`src/rtl/uart_tx_scheduler.sv`:
```
// Round-robin scheduler sharing one UART transmit serializer among N_REQ requesters.
// When idle, it picks the next pending requester after the last winner. It latches
// that requester's byte and config as a complete frame, then shifts the frame out LSB
// first, one bit per baud tick.
//
// Ports:
//   i_clock      system clock, rising edge
//   i_rst        synchronous active-high reset
//   i_baud_tick  one-cycle bit-rate enable
//   i_req        per-requester level request
//   i_req_data   byte for requester i at [8i+7:8i]
//   i_req_cfg    requester i config at [4i+3:4i] = {parity_type[1:0], stop_bits, data_length}
//   o_grant      one-hot, high while that requester's frame is in flight
//   o_ack        one-cycle pulse when a requester's data/cfg are latched
//   o_done       one-cycle pulse when a requester's frame completes
//   o_busy_id    index of the granted requester (valid while o_tx_active)
//   o_tx_serial  serial output, idle high
//   o_tx_active  high from latch until frame completion
module uart_tx_scheduler #(
  parameter int unsigned N_REQ = 2,
  parameter int unsigned IDW   = 1
) (
  input  logic               i_clock,
  input  logic               i_rst,
  input  logic               i_baud_tick,
  input  logic [N_REQ-1:0]   i_req,
  input  logic [8*N_REQ-1:0] i_req_data,
  input  logic [4*N_REQ-1:0] i_req_cfg,
  output logic [N_REQ-1:0]   o_grant,
  output logic [N_REQ-1:0]   o_ack,
  output logic [N_REQ-1:0]   o_done,
  output logic [IDW-1:0]     o_busy_id,
  output logic               o_tx_serial,
  output logic               o_tx_active
);

  // The reset pointer value makes requester 0 the first one searched.
  localparam logic [IDW-1:0] RrInit = IDW'(N_REQ - 1);

  typedef enum logic [0:0] {StIdle, StSend} state_e;

  state_e            r_state;
  logic [11:0]       r_frame;
  logic [3:0]        r_len;
  logic [3:0]        r_bit_cnt;
  logic              r_tx_serial;
  logic [N_REQ-1:0]  r_grant;
  logic [N_REQ-1:0]  r_ack;
  logic [N_REQ-1:0]  r_done;
  logic [IDW-1:0]    r_busy_id;
  logic              r_tx_active;
  logic [IDW-1:0]    r_rr;

  state_e            w_state_nxt;
  logic [11:0]       w_frame_nxt;
  logic [3:0]        w_len_nxt;
  logic [3:0]        w_bit_cnt_nxt;
  logic              w_tx_serial_nxt;
  logic [N_REQ-1:0]  w_grant_nxt;
  logic [N_REQ-1:0]  w_ack_nxt;
  logic [N_REQ-1:0]  w_done_nxt;
  logic [IDW-1:0]    w_busy_id_nxt;
  logic              w_tx_active_nxt;
  logic [IDW-1:0]    w_rr_nxt;

  // Arbitration results
  logic              w_found;
  logic [IDW-1:0]    w_win;
  logic [N_REQ-1:0]  w_win_oh;
  logic [7:0]        w_win_data;
  logic [3:0]        w_win_cfg;

  // Frame built from the winner's byte and config
  logic              w_dl;
  logic              w_sb;
  logic [1:0]        w_pt;
  logic              w_par_en;
  logic              w_data_xor;
  logic              w_par_bit;
  logic [11:0]       w_frame;
  logic [3:0]        w_len;

  // Two passes: first only indices above the last winner, then wrap to all.
  always_comb begin
    w_found    = 1'b0;
    w_win      = '0;
    w_win_oh   = '0;
    w_win_data = '0;
    w_win_cfg  = '0;
    for (int p = 0; p < 2; p++) begin
      for (int i = 0; i < int'(N_REQ); i++) begin
        if (!w_found && i_req[i] && (p == 1 || i > int'(r_rr))) begin
          w_found     = 1'b1;
          w_win       = IDW'(i);
          w_win_oh[i] = 1'b1;
          w_win_data  = i_req_data[8*i +: 8];
          w_win_cfg   = i_req_cfg[4*i +: 4];
        end
      end
    end
  end

  always_comb begin
    w_dl       = w_win_cfg[0];
    w_sb       = w_win_cfg[1];
    w_pt       = w_win_cfg[3:2];
    w_par_en   = (w_pt == 2'b01) || (w_pt == 2'b10);
    w_data_xor = w_dl ? ^w_win_data : ^w_win_data[6:0];
    // Odd parity inverts the data XOR so the total count of ones is odd.
    w_par_bit  = (w_pt == 2'b01) ? ~w_data_xor : w_data_xor;

    // Unused tail positions stay 1, so they double as stop bits.
    w_frame      = '1;
    w_frame[0]   = 1'b0;
    w_frame[7:1] = w_win_data[6:0];
    if (w_dl) begin
      w_frame[8] = w_win_data[7];
    end
    if (w_par_en) begin
      if (w_dl) begin
        w_frame[9] = w_par_bit;
      end else begin
        w_frame[8] = w_par_bit;
      end
    end
    w_len = 4'd9 + {3'b000, w_dl} + {3'b000, w_par_en} + {3'b000, w_sb};
  end

  always_comb begin
    w_state_nxt     = r_state;
    w_frame_nxt     = r_frame;
    w_len_nxt       = r_len;
    w_bit_cnt_nxt   = r_bit_cnt;
    w_tx_serial_nxt = r_tx_serial;
    w_grant_nxt     = r_grant;
    w_ack_nxt       = '0;
    w_done_nxt      = '0;
    w_busy_id_nxt   = r_busy_id;
    w_tx_active_nxt = r_tx_active;
    w_rr_nxt        = r_rr;

    unique case (r_state)
      StIdle: begin
        w_tx_serial_nxt = 1'b1;
        // A tick in the latch cycle is ignored; timing starts at the next tick.
        if (w_found) begin
          w_frame_nxt     = w_frame;
          w_len_nxt       = w_len;
          w_bit_cnt_nxt   = '0;
          w_grant_nxt     = w_win_oh;
          w_ack_nxt       = w_win_oh;
          w_busy_id_nxt   = w_win;
          w_tx_active_nxt = 1'b1;
          w_rr_nxt        = w_win;
          w_state_nxt     = StSend;
        end
      end
      StSend: begin
        if (i_baud_tick) begin
          if (r_bit_cnt == r_len) begin
            // The tick after the last bit ends the frame.
            w_tx_serial_nxt = 1'b1;
            w_grant_nxt     = '0;
            w_tx_active_nxt = 1'b0;
            w_done_nxt      = r_grant;
            w_state_nxt     = StIdle;
          end else begin
            w_tx_serial_nxt = r_frame[r_bit_cnt];
            w_bit_cnt_nxt   = r_bit_cnt + 4'd1;
          end
        end
      end
      default: begin
        w_state_nxt = StIdle;
      end
    endcase
  end

  always_ff @(posedge i_clock) begin
    if (i_rst) begin
      r_state     <= StIdle;
      r_frame     <= '1;
      r_len       <= 4'd9;
      r_bit_cnt   <= '0;
      r_tx_serial <= 1'b1;
      r_grant     <= '0;
      r_ack       <= '0;
      r_done      <= '0;
      r_busy_id   <= '0;
      r_tx_active <= 1'b0;
      r_rr        <= RrInit;
    end else begin
      r_state     <= w_state_nxt;
      r_frame     <= w_frame_nxt;
      r_len       <= w_len_nxt;
      r_bit_cnt   <= w_bit_cnt_nxt;
      r_tx_serial <= w_tx_serial_nxt;
      r_grant     <= w_grant_nxt;
      r_ack       <= w_ack_nxt;
      r_done      <= w_done_nxt;
      r_busy_id   <= w_busy_id_nxt;
      r_tx_active <= w_tx_active_nxt;
      r_rr        <= w_rr_nxt;
    end
  end

  assign o_grant     = r_grant;
  assign o_ack       = r_ack;
  assign o_done      = r_done;
  assign o_busy_id   = r_busy_id;
  assign o_tx_serial = r_tx_serial;
  assign o_tx_active = r_tx_active;

endmodule

```
`config.mk`:
```
export PLATFORM = sky130hd
export DESIGN_NAME = uart_tx_scheduler
export DESIGN_NICKNAME = d
export VERILOG_FILES = /design/src/rtl/uart_tx_scheduler.sv
export SDC_FILE = /design/constraint.sdc
export NUM_CORES = 1
export LEC_CHECK = 0
export ABC_CLOCK_PERIOD_IN_PS = 2700
export CAP_MARGIN = 15
export CORE_ASPECT_RATIO = 1.5
export CORE_MARGIN = 5
export CORE_UTILIZATION = 50
export CTS_BUF_LIST = sky130_fd_sc_hd__clkbuf_4 sky130_fd_sc_hd__clkbuf_8 sky130_fd_sc_hd__clkbuf_16
export DETAILED_ROUTE_END_ITERATION = 16
export DONT_BUFFER_PORTS = 1
export GPL_ROUTABILITY_DRIVEN = 0
export GPL_TIMING_DRIVEN = 0
export PLACE_DENSITY = 0.61
export SKIP_LAST_GASP = 1
export SYNTH_ARGS = -nofsm -noshare
export SYNTH_HDL_FRONTEND = slang
export SYNTH_SLANG_ARGS = --single-unit
```
`constraint.sdc`:
```
create_clock -name i_clock -period 2.7 [get_ports i_clock]
set_clock_uncertainty 0.15 [all_clocks]
set_input_delay 0.135 -clock i_clock [delete_from_list [all_inputs] [get_ports i_clock]]
set_output_delay 0.135 -clock i_clock [all_outputs]
set_load 0.005 [all_outputs]
```
==> flow_summary.yaml, run 1 <==
die:
  die_area_um2: 4298
  initial_core_util_pct: 52.13
  row_count: 24
  ioPinCount: 38
  die_height_um: 77.84
  dieWidth_um: 55.23
  coreArea_um2: 2943
synth:
  post_synth_num_cell_types: 46
  synthTopCellsByArea: "dfxtp_1 (37%), ha_1 (4.1%), a211o_1 (4.0%)"
  synth_cells: 169
  syn_area_per_cell_um2: 9.077
  yosysTopAreaCell: "dfxtp_1"
  synthTopCellsByCount: "dfxtp_1 (28), nor2_1 (15), nand2_1 (14)"
  syn_area_um2: 1534
  synth.most_common_cell: "dfxtp_1"
  synth_seq_cells: 28
  async_flop_share_pct: 0
  ys_seq_area_share_pct: 36.54
  netlist.area_leader.share_pct: 36.54
  synth-edff-count: 0
  ys_warn_count: 0
  synthFlopType: "dfxtp_1"
  syn_nets: 203
outcome:
  violations: "negative hold slack"
  outcome: "finished with violations"
power:
  vdd_drop_max_mv: 0.3494
  internal-power_w: 0.0007668
  pwr-share-comb_pct: 23.5
  p_clk_share_pct: 31.9
  power_density_nw_per_um2: 596.9
  p_leak_nw: 0.7078
  p_total_w: 0.001043
  seqPwrFrac_pct: 44.6
  swShare_pct: 26.46
  power_switching_w: 0.0002759
clock_network:
  post-cts-setup-buffer-count: 0
  clockBufferDepth: 2
  cts_tree: "built"
  cts_made_buffers: 3
  clock_latency_ns: 0.28
  clock_sinks: 28
  root_buffer: "clkbuf_8"
  h-tree-depth: 1
  clk_transition_reported_paths_ns: 0.10
job:
  maxCapViolCount: 0
route:
  drtIter0Drc: 25
  remaining_drc_errors: 0
  ant_nets: 0
  drt-total-wl_um: 3461
  vias: 1253
  first_pass_iters: 4
  vias_per_cell: 5.695
  drt-wirelength-per-cell_um: 15.73
placement:
  placed_area_um2: 1583
  hpwl_um: 2640
  numPortBuffers: 0
worst_setup_path:
  cp_top_family: "adder cells"
  critical_path_peak_fanout: 9
  path_buf_inv: 3
  ff2ff_setup_slack_ns: 0.12
  max_stage_delay_ns: 0.34
  crit_slowest_cell: "dfxtp_1"
  start_kind: "flip-flop"
  arrival_ns: 2.58
  critical_path_class: "reg -> reg"
  end_kind: "flip-flop"
  required_ns: 2.70
  crit_top_cell: "ha_1"
  path_cells: "nand2b_4 > buf_6 > and2_4 > buf_6 > a22oi_1 > ha_4 > ha_1 > inv_1 > ha_1 > ha_1 > nand2_1 > a21oi_1"
global_route:
  gr-usage-met2_pct: 31.16
  grt_antenna_before_repair: 0
  track_usage_pct: 17.06
  overflow: 0
  grtUsageMet3_pct: 3.488
  grt_max_degree: 17
  grt_pass1_wl_um: 5975
  gr-max-usage-layer: "met2"
  first_global_vias: 1292
  use_met1_pct: 19.11
sta:
  slew_headroom_pct: 65.52
  min_period_over_period_pct: 95.50
  whs_ns: -0.01010
  grt_setup_unrepaired: "false"
  finalSetupTns_ns: 0
  finalCriticalPeriod_ns: 2.578
  finalMaxSlewViolations: 0
  max_freq_ghz: 0.3878
  finalHoldViolCount: 2
  worst_slew_pin_slew_ns: 0.5173
  setup_viol: 0
layout:
  nets: 216
  insertedDiodeCount: 0
  syn_to_final_growth_pct: 13.87
  drive_gt1_share_pct: 10.50
  fin_util_pct: 59.35
  design_area_um2: 1747
  fillers: 303
min_path:
  hold_class: "in -> reg"
stage by stage:
step                      std cells  setup slack (ns)  hold WS, ns
after global placement          208            0.1036      0.09389
after CTS                       220           0.03698    0.0005602
after detailed placement        208           0.05928      0.09527
after global routing            220           0.01041     0.005938
after floorplan                 169            0.2103      0.08337
final                           220            0.1216     -0.01010
worst paths after layout:
| path | depth (start not counted) | from | end |
|---|---|---|---|
| setup reg to reg | 12 | r_rr$_SDFFE_PP1P_ | r_len[1]$_SDFFE_PP0P_ |
| hold / removal | 3 | i_req[0] | o_ack[0]$_SDFF_PP0_ |
| setup / recovery | 12 | r_rr$_SDFFE_PP1P_ | r_len[1]$_SDFFE_PP0P_ |
| hold reg to reg | 1 | r_frame[0]$_SDFFE_PP1P_ | r_frame[0]$_SDFFE_PP1P_ |
flip-flops by register name (all words and copies together) (netlist names), 2 cells and up:
| register | flops |
|---|---|
| o_ack | 2 |
| o_done | 2 |
| o_grant | 2 |
| r_bit_cnt | 4 |
| r_frame | 10 |
| r_len | 3 |
cell families after synthesis:
kind of cell,share of synthesized area (%)
adders and majority gates,4.078
xor gates and xnor gates,7.668
muxes,3.507
DFF,36.54
buffers and inverters,6.688
and+or+nand+nor,19.17
AOI/OAI and AO/OA,22.35
cell type report:
cell class	instances	area, µm²	share of cell area [%]
Inverter	4	15.01	0.8596
Sequential cell	28	560.5	32.09
Clock inverter	1	30.03	1.719
Buffer	15	87.58	5.014
Clock buffer	3	41.29	2.364
Timing Repair Buffer	8	80.08	4.585
Tap cell	39	48.80	2.794
Multi-Input combinational cell	122	883.3	50.57
repair_timing:
action,4_1_cts,5_1_grt
endpoints found under the hold margin,11,0
endpoints found under the setup margin,0,1
resized for setup,0,1
hold buffers,8,0
cell usage in the layout, fill, tap and decap left out, types with 3 or more instances in the layout:
| master | Yosys | layout |
|---|---|---|
| buf_6 | 4 | 4 |
| nand2_1 | 14 | 14 |
| xnor2_1 | 6 | 6 |
| a21oi_1 | 10 | 10 |
| ha_1 | 5 | 4 |
| dfxtp_1 | 28 | 28 |
| nor2_1 | 15 | 15 |
| a32oi_1 | 4 | 4 |
| inv_1 | 4 | 4 |
| nor3_1 | 5 | 5 |
| a211o_1 | 7 | 7 |
| dlygate4sd3_1 | 0 | 8 |
| a22oi_1 | 5 | 5 |
| xor2_1 | 3 | 3 |
| clkbuf_8 | 0 | 3 |
| nand2b_1 | 5 | 5 |
| nor3b_1 | 3 | 3 |
| clkbuf_1 | 10 | 10 |
| nand3_1 | 3 | 3 |
per-layer routing:
| layer | wire, µm | vias to the layer above |
|---|---|---|
| met2 | 1848 | 23 |
| met5 | 0 | - |
| li1 | - | 627 |
| met1 | 1411 | 598 |
| met4 | 51 | 0 |
| met3 | 150 | 5 |
power by group through the flow:
stage                     combinational [W]  clock (W)  sequential, W
after floorplan                    0.000191          0       0.000469
after global placement             0.000223          0       0.000474
after detailed placement           0.000229          0       0.000475
after CTS                          0.000243   0.000333       0.000465
after global routing               0.000275   0.000357       0.000469
final                              0.000245   0.000333       0.000465
tightest hold or removal path: cells and delay by family:
family                 cells  cell delay (ns)
buffers and inverters      1             0.12
and+or+nand+nor            2             0.13
(Power assumes the default switching activity.)
==> run 2: changes to the inputs <==
- REMOVE_ABC_BUFFERS: unset -> 1
==> run 2 against run 1 <==
The flow now finishes without violations. Worst setup slack improved by 0.031 ns. Global-route usage decreased by 1.9 points. Final cell count shrank 7.3%. Register-to-register slack improved by 0.04 ns.
==> flow_summary.yaml, run 2 (synthesis gave the netlist of run 1 again) <==
route:
  drtIter0Drc: 31
  first_pass_iters: 4
  drt-wirelength-per-cell_um: 15.58
  ant_nets: 0
  vias_per_cell: 5.794
  vias: 1182
  remaining_drc_errors: 0
  drt-total-wl_um: 3179
global_route:
  grt_max_degree: 30
  grt_antenna_before_repair: 0
  grt_pass1_wl_um: 5347
  overflow: 0
  track_usage_pct: 15.12
  first_global_vias: 1183
worst_setup_path:
  max_stage_delay_ns: 0.58
  end_kind: "flip-flop"
  required_ns: 2.66
  arrival_ns: 2.51
  start_kind: "input pin"
  critical_path_class: "in -> reg"
  crit_top_cell: "ha_1"
  crit_slowest_cell: "dlygate4sd3_1"
  path_cells: "dlygate4sd3_1 > nand2b_4 > and2_4 > a22o_1 > ha_1 > ha_1 > inv_1 > ha_1 > ha_1 > nand2_1 > a21oi_1"
  critical_path_peak_fanout: 9
layout:
  layout_commonest_cell: "dfxtp_1"
  fin_util_pct: 55.36
  fillers: 293
  regMostFlops: "r_frame"
  largest_register_ffs: 10
  insertedDiodeCount: 0
  syn_to_final_growth_pct: 6.199
  final_cell_mix: "dfxtp_1 (28), nor2_1 (15), nand2_1 (14)"
  fin_cells: 204
  drive_gt1_share_pct: 7.879
  nets: 201
  reg_top3: "r_frame x10, r_bit_cnt x4, r_len x3"
  design_area_um2: 1629
sta:
  min_period_over_period_pct: 94.36
  max_freq_ghz: 0.3925
  finalHoldViolCount: 0
  grt_setup_unrepaired: "false"
  setup_viol: 0
  finalMaxSlewViolations: 0
  finalSetupTns_ns: 0
  slew_headroom_pct: 33.76
  whs_ns: 0.007177
  worst_slew_pin_slew_ns: 0.9903
  finalCriticalPeriod_ns: 2.548
die:
  die_area_um2: 4298
  die_height_um: 77.84
  ioPinCount: 38
  row_count: 24
  initial_core_util_pct: 52.13
  coreArea_um2: 2943
  dieWidth_um: 55.23
clock_network:
  clock_latency_ns: 0.26
  h-tree-depth: 1
  clk_transition_reported_paths_ns: 0.09
  cts_made_buffers: 3
  clockBufferDepth: 2
  post-cts-setup-buffer-count: 0
  cts_tree: "built"
  root_buffer: "clkbuf_8"
  clock_sinks: 28
outcome:
  outcome: "finished clean"
placement:
  numPortBuffers: 0
  hpwl_um: 2380
  placed_cells: 194
  placed_area_um2: 1510
job:
  maxCapViolCount: 0
power:
  p_leak_nw: 0.6613
  vdd_drop_max_mv: 0.2901
  power_density_nw_per_um2: 557.4
min_path:
  hold_class: "in -> reg"
## run 2: repair_timing
action,in CTS,in global routing
gates resized for setup,0,1
hold endpoints to repair,27,0
setup endpoints to repair,0,2
hold buffers,7,0
## run 2: where the power goes
part	total, W	leakage, nW	switching (W)	internal, W
combinational	0.000219	0.409	0.000108	0.000111
sequential	0.000471	0.231	0.0000255	0.000445
clock	0.000218	0.0216	0.000118	0.0000999
total	0.000908	0.661	0.000252	0.000656
## run 2: per-layer routing
layer	track usage [%]	part of all wire, %
met1	18.20	43
met2	26.54	52
met4	5.109	0.72
met5	0	0
met3	2.990	4.1
## run 2: final timing paths
check,cells past startpoint,endpoint,slack (ns),startpoint
min,3,r_frame[6]$_SDFFE_PP1P_,0.007,i_req_data[13]
min reg2reg,1,r_frame[0]$_SDFFE_PP1P_,0.32,r_frame[0]$_SDFFE_PP1P_
max reg2reg,10,r_len[1]$_SDFFE_PP0P_,0.16,r_rr$_SDFFE_PP1P_
max,11,r_len[1]$_SDFFE_PP0P_,0.15,i_req[1]
## run 2: final cells by class
cell class,count,area (µm²),area share (%)
multi-input cells,122,878.3,53.92
repair buffers,8,85.08,5.223
clock buffers,3,41.29,2.535
flip-flops and latches,28,560.5,34.41
well taps,39,48.80,2.995
inverters,4,15.01,0.9217
## run 2: through the flow
step	setup WS (ns)	total power, W
after floorplan	0.3559	0.0006401
after global placement	0.1217	0.0006728
after detailed placement	0.03703	0.0006854
after CTS	0.004769	0.0009164
after global routing	0.007037	0.0009645
final	0.1524	0.0009081
## run 2: critical path: cells and delay by family
kind | cells | cell delay [ns]
AOI/OAI and AO/OA | 2 | 0.31
buffers and inverters | 2 | 0.62
adders and majority gates | 4 | 1.08
and+or+nand+nor | 3 | 0.37
==> run 3: changes to the inputs <==
- SETUP_SLACK_MARGIN: unset -> 0.3
==> run 3 against run 2 <==
Clock power about the same. Global-route usage up 2.0 points. Register-to-register slack better by 0.16 ns. Power up 4.2%. Design area up 14%. Critical path depth down 4. First-iteration DRC count down 16%. Largest cell class unchanged. Core utilization up 7.5 points. Routed wire length up 15%. Largest power group unchanged. Sequential power about the same. Worst hold slack better by 0.013 ns.
==> flow_summary.yaml, run 3 (synthesis gave the netlist of run 1 again) <==
layout:
  syn_to_final_growth_pct: 20.55
  fin_util_pct: 62.84
  insertedDiodeCount: 0
  final_cell_mix: "dfxtp_1 (25), dlygate4sd3_1 (24), nor2_1 (15)"
  nets: 222
  drive_gt1_share_pct: 11.83
  regMostFlops: "r_frame"
  design_area_um2: 1849
  largest_register_ffs: 10
  reg_top3: "r_frame x10, r_bit_cnt x4, r_len x3"
  layout_commonest_cell: "dfxtp_1"
sta:
  max_freq_ghz: 0.4206
  setup_viol: 0
  finalMaxSlewViolations: 0
  min_period_over_period_pct: 88.06
  worst_slew_pin_slew_ns: 0.7504
  finalCriticalPeriod_ns: 2.378
  grt_setup_unrepaired: "true"
  finalHoldViolCount: 0
  slew_headroom_pct: 49.79
  finalSetupTns_ns: 0
worst_setup_path:
  r2r_end: "r_frame[9]$_SDFFE_PP1P_"
  cp_top_family: "simple AND/OR/NAND/NOR gates"
  end_kind: "flip-flop"
  start_kind: "flip-flop"
  ff2ff_path_depth: 7
  max_stage_delay_ns: 0.59
  r2r_start: "r_rr$_SDFFE_PP1P_"
  critical_path_class: "reg -> reg"
  crit_slowest_cell: "dlygate4sd3_1"
  ff2ff_setup_slack_ns: 0.32
  critical_path_peak_fanout: 9
  cp.depth: 7
  required_ns: 2.71
  path_buf_inv: 1
  path_cells: "nand2b_4 > and2_4 > a22o_1 > ha_4 > nor4_1 > dlygate4sd3_1 > a21oi_1"
  arrival_ns: 2.39
placement:
  numPortBuffers: 0
  hpwl_um: 2380
  placed_area_um2: 1510
die:
  row_count: 24
  coreArea_um2: 2943
  die_height_um: 77.84
  initial_core_util_pct: 52.13
  ioPinCount: 38
  die_area_um2: 4298
  dieWidth_um: 55.23
global_route:
  grt_antenna_before_repair: 0
  grt_pass1_wl_um: 6023
  first_global_vias: 1352
  track_usage_pct: 17.17
  overflow: 0
  grt_max_degree: 24
job:
  maxCapViolCount: 0
clock_network:
  clock_latency_ns: 0.27
  root_buffer: "clkbuf_8"
  cts_tree: "built"
  cts_made_buffers: 3
  clk_transition_reported_paths_ns: 0.09
  clock_sinks: 28
  h-tree-depth: 1
  clockBufferDepth: 2
route:
  drtIter0Drc: 26
  ant_nets: 0
  vias: 1302
  first_pass_iters: 4
  remaining_drc_errors: 0
  drt-total-wl_um: 3644
  vias_per_cell: 5.787
  drt-wirelength-per-cell_um: 16.20
min_path:
  hold_end: "o_grant[1]$_SDFFE_PP0P_"
  min_delay_path_depth: 2
  worstHoldStart: "i_rst"
  hold_class: "in -> reg"
outcome:
  outcome: "finished clean"
power:
  vdd_drop_max_mv: 0.2973
  p_leak_nw: 0.7704
  power_density_nw_per_um2: 511.8
## run 3: cell count changes in the layout (fill, tap and decap cells not counted), sizes merged
cell / change
dlygate4sd3: +17
buf: +4
## run 3: area by class of cell
class                      instances  area, µm²
clock buffer                       3      41.29
fill                             286       1094
inverter                           4      15.01
multi-input combinational        122      894.6
sequential                        28      564.3
tap                               39      48.80
timing repair buffer              29      285.3
## run 3: routing by layer
layer / GRT usage, % / vias up / wire (µm)
li1: - / 639 / -
met1: 18.30 / 626 / 1440
met2: 31.99 / 31 / 1990
met3: 3.654 / 6 / 142
met4: 7.299 / 0 / 71
met5: 0 / - / 0
## run 3: how the worst max path moves through the flow
stage / from / endpoint / slack, ns
after floorplan: r_rr$_SDFFE_PP1P_ / r_len[1]$_SDFFE_PP0P_ / 0.36
after global placement: r_rr$_SDFFE_PP1P_ / r_len[1]$_SDFFE_PP0P_ / 0.12
final: r_rr$_SDFFE_PP1P_ / r_frame[9]$_SDFFE_PP1P_ / 0.32
after CTS: r_rr$_SDFFE_PP1P_ / r_len[1]$_SDFFE_PP0P_ / 0.30
after detailed placement: r_rr$_SDFFE_PP1P_ / r_len[1]$_SDFFE_PP0P_ / 0.04
after global routing: r_rr$_SDFFE_PP1P_ / r_len[1]$_SDFFE_PP0P_ / 0.22
## run 3: stage by stage
step	total power, W	cells	hold WS [ns]	setup WS (ns)
2_1_floorplan	0.0006401	154	0.05407	0.3559
3_3_place_gp	0.0006728	193	0.05797	0.1217
3_5_place_dp	0.0006854	194	0.06017	0.03703
4_1_cts	0.0009481	225	0.01140	0.3000
5_1_grt	0.001002	225	0.01371	0.2186
6_report	0.0009465	225	0.01984	0.3222
## run 3: timing repair
item	in CTS	in global routing
hold buffers	24	0
resized for setup	3	4
endpoints found under the hold margin	27	0
setup buffers	4	0
setup endpoints to repair	4	11
pin swaps	3	1
## run 3: power breakdown
part / switching [W] / internal, W / total, W
combinational: 0.000114 / 0.000142 / 0.000256
sequential: 0.0000262 / 0.000446 / 0.000472
clock: 0.000119 / 0.0000999 / 0.000219
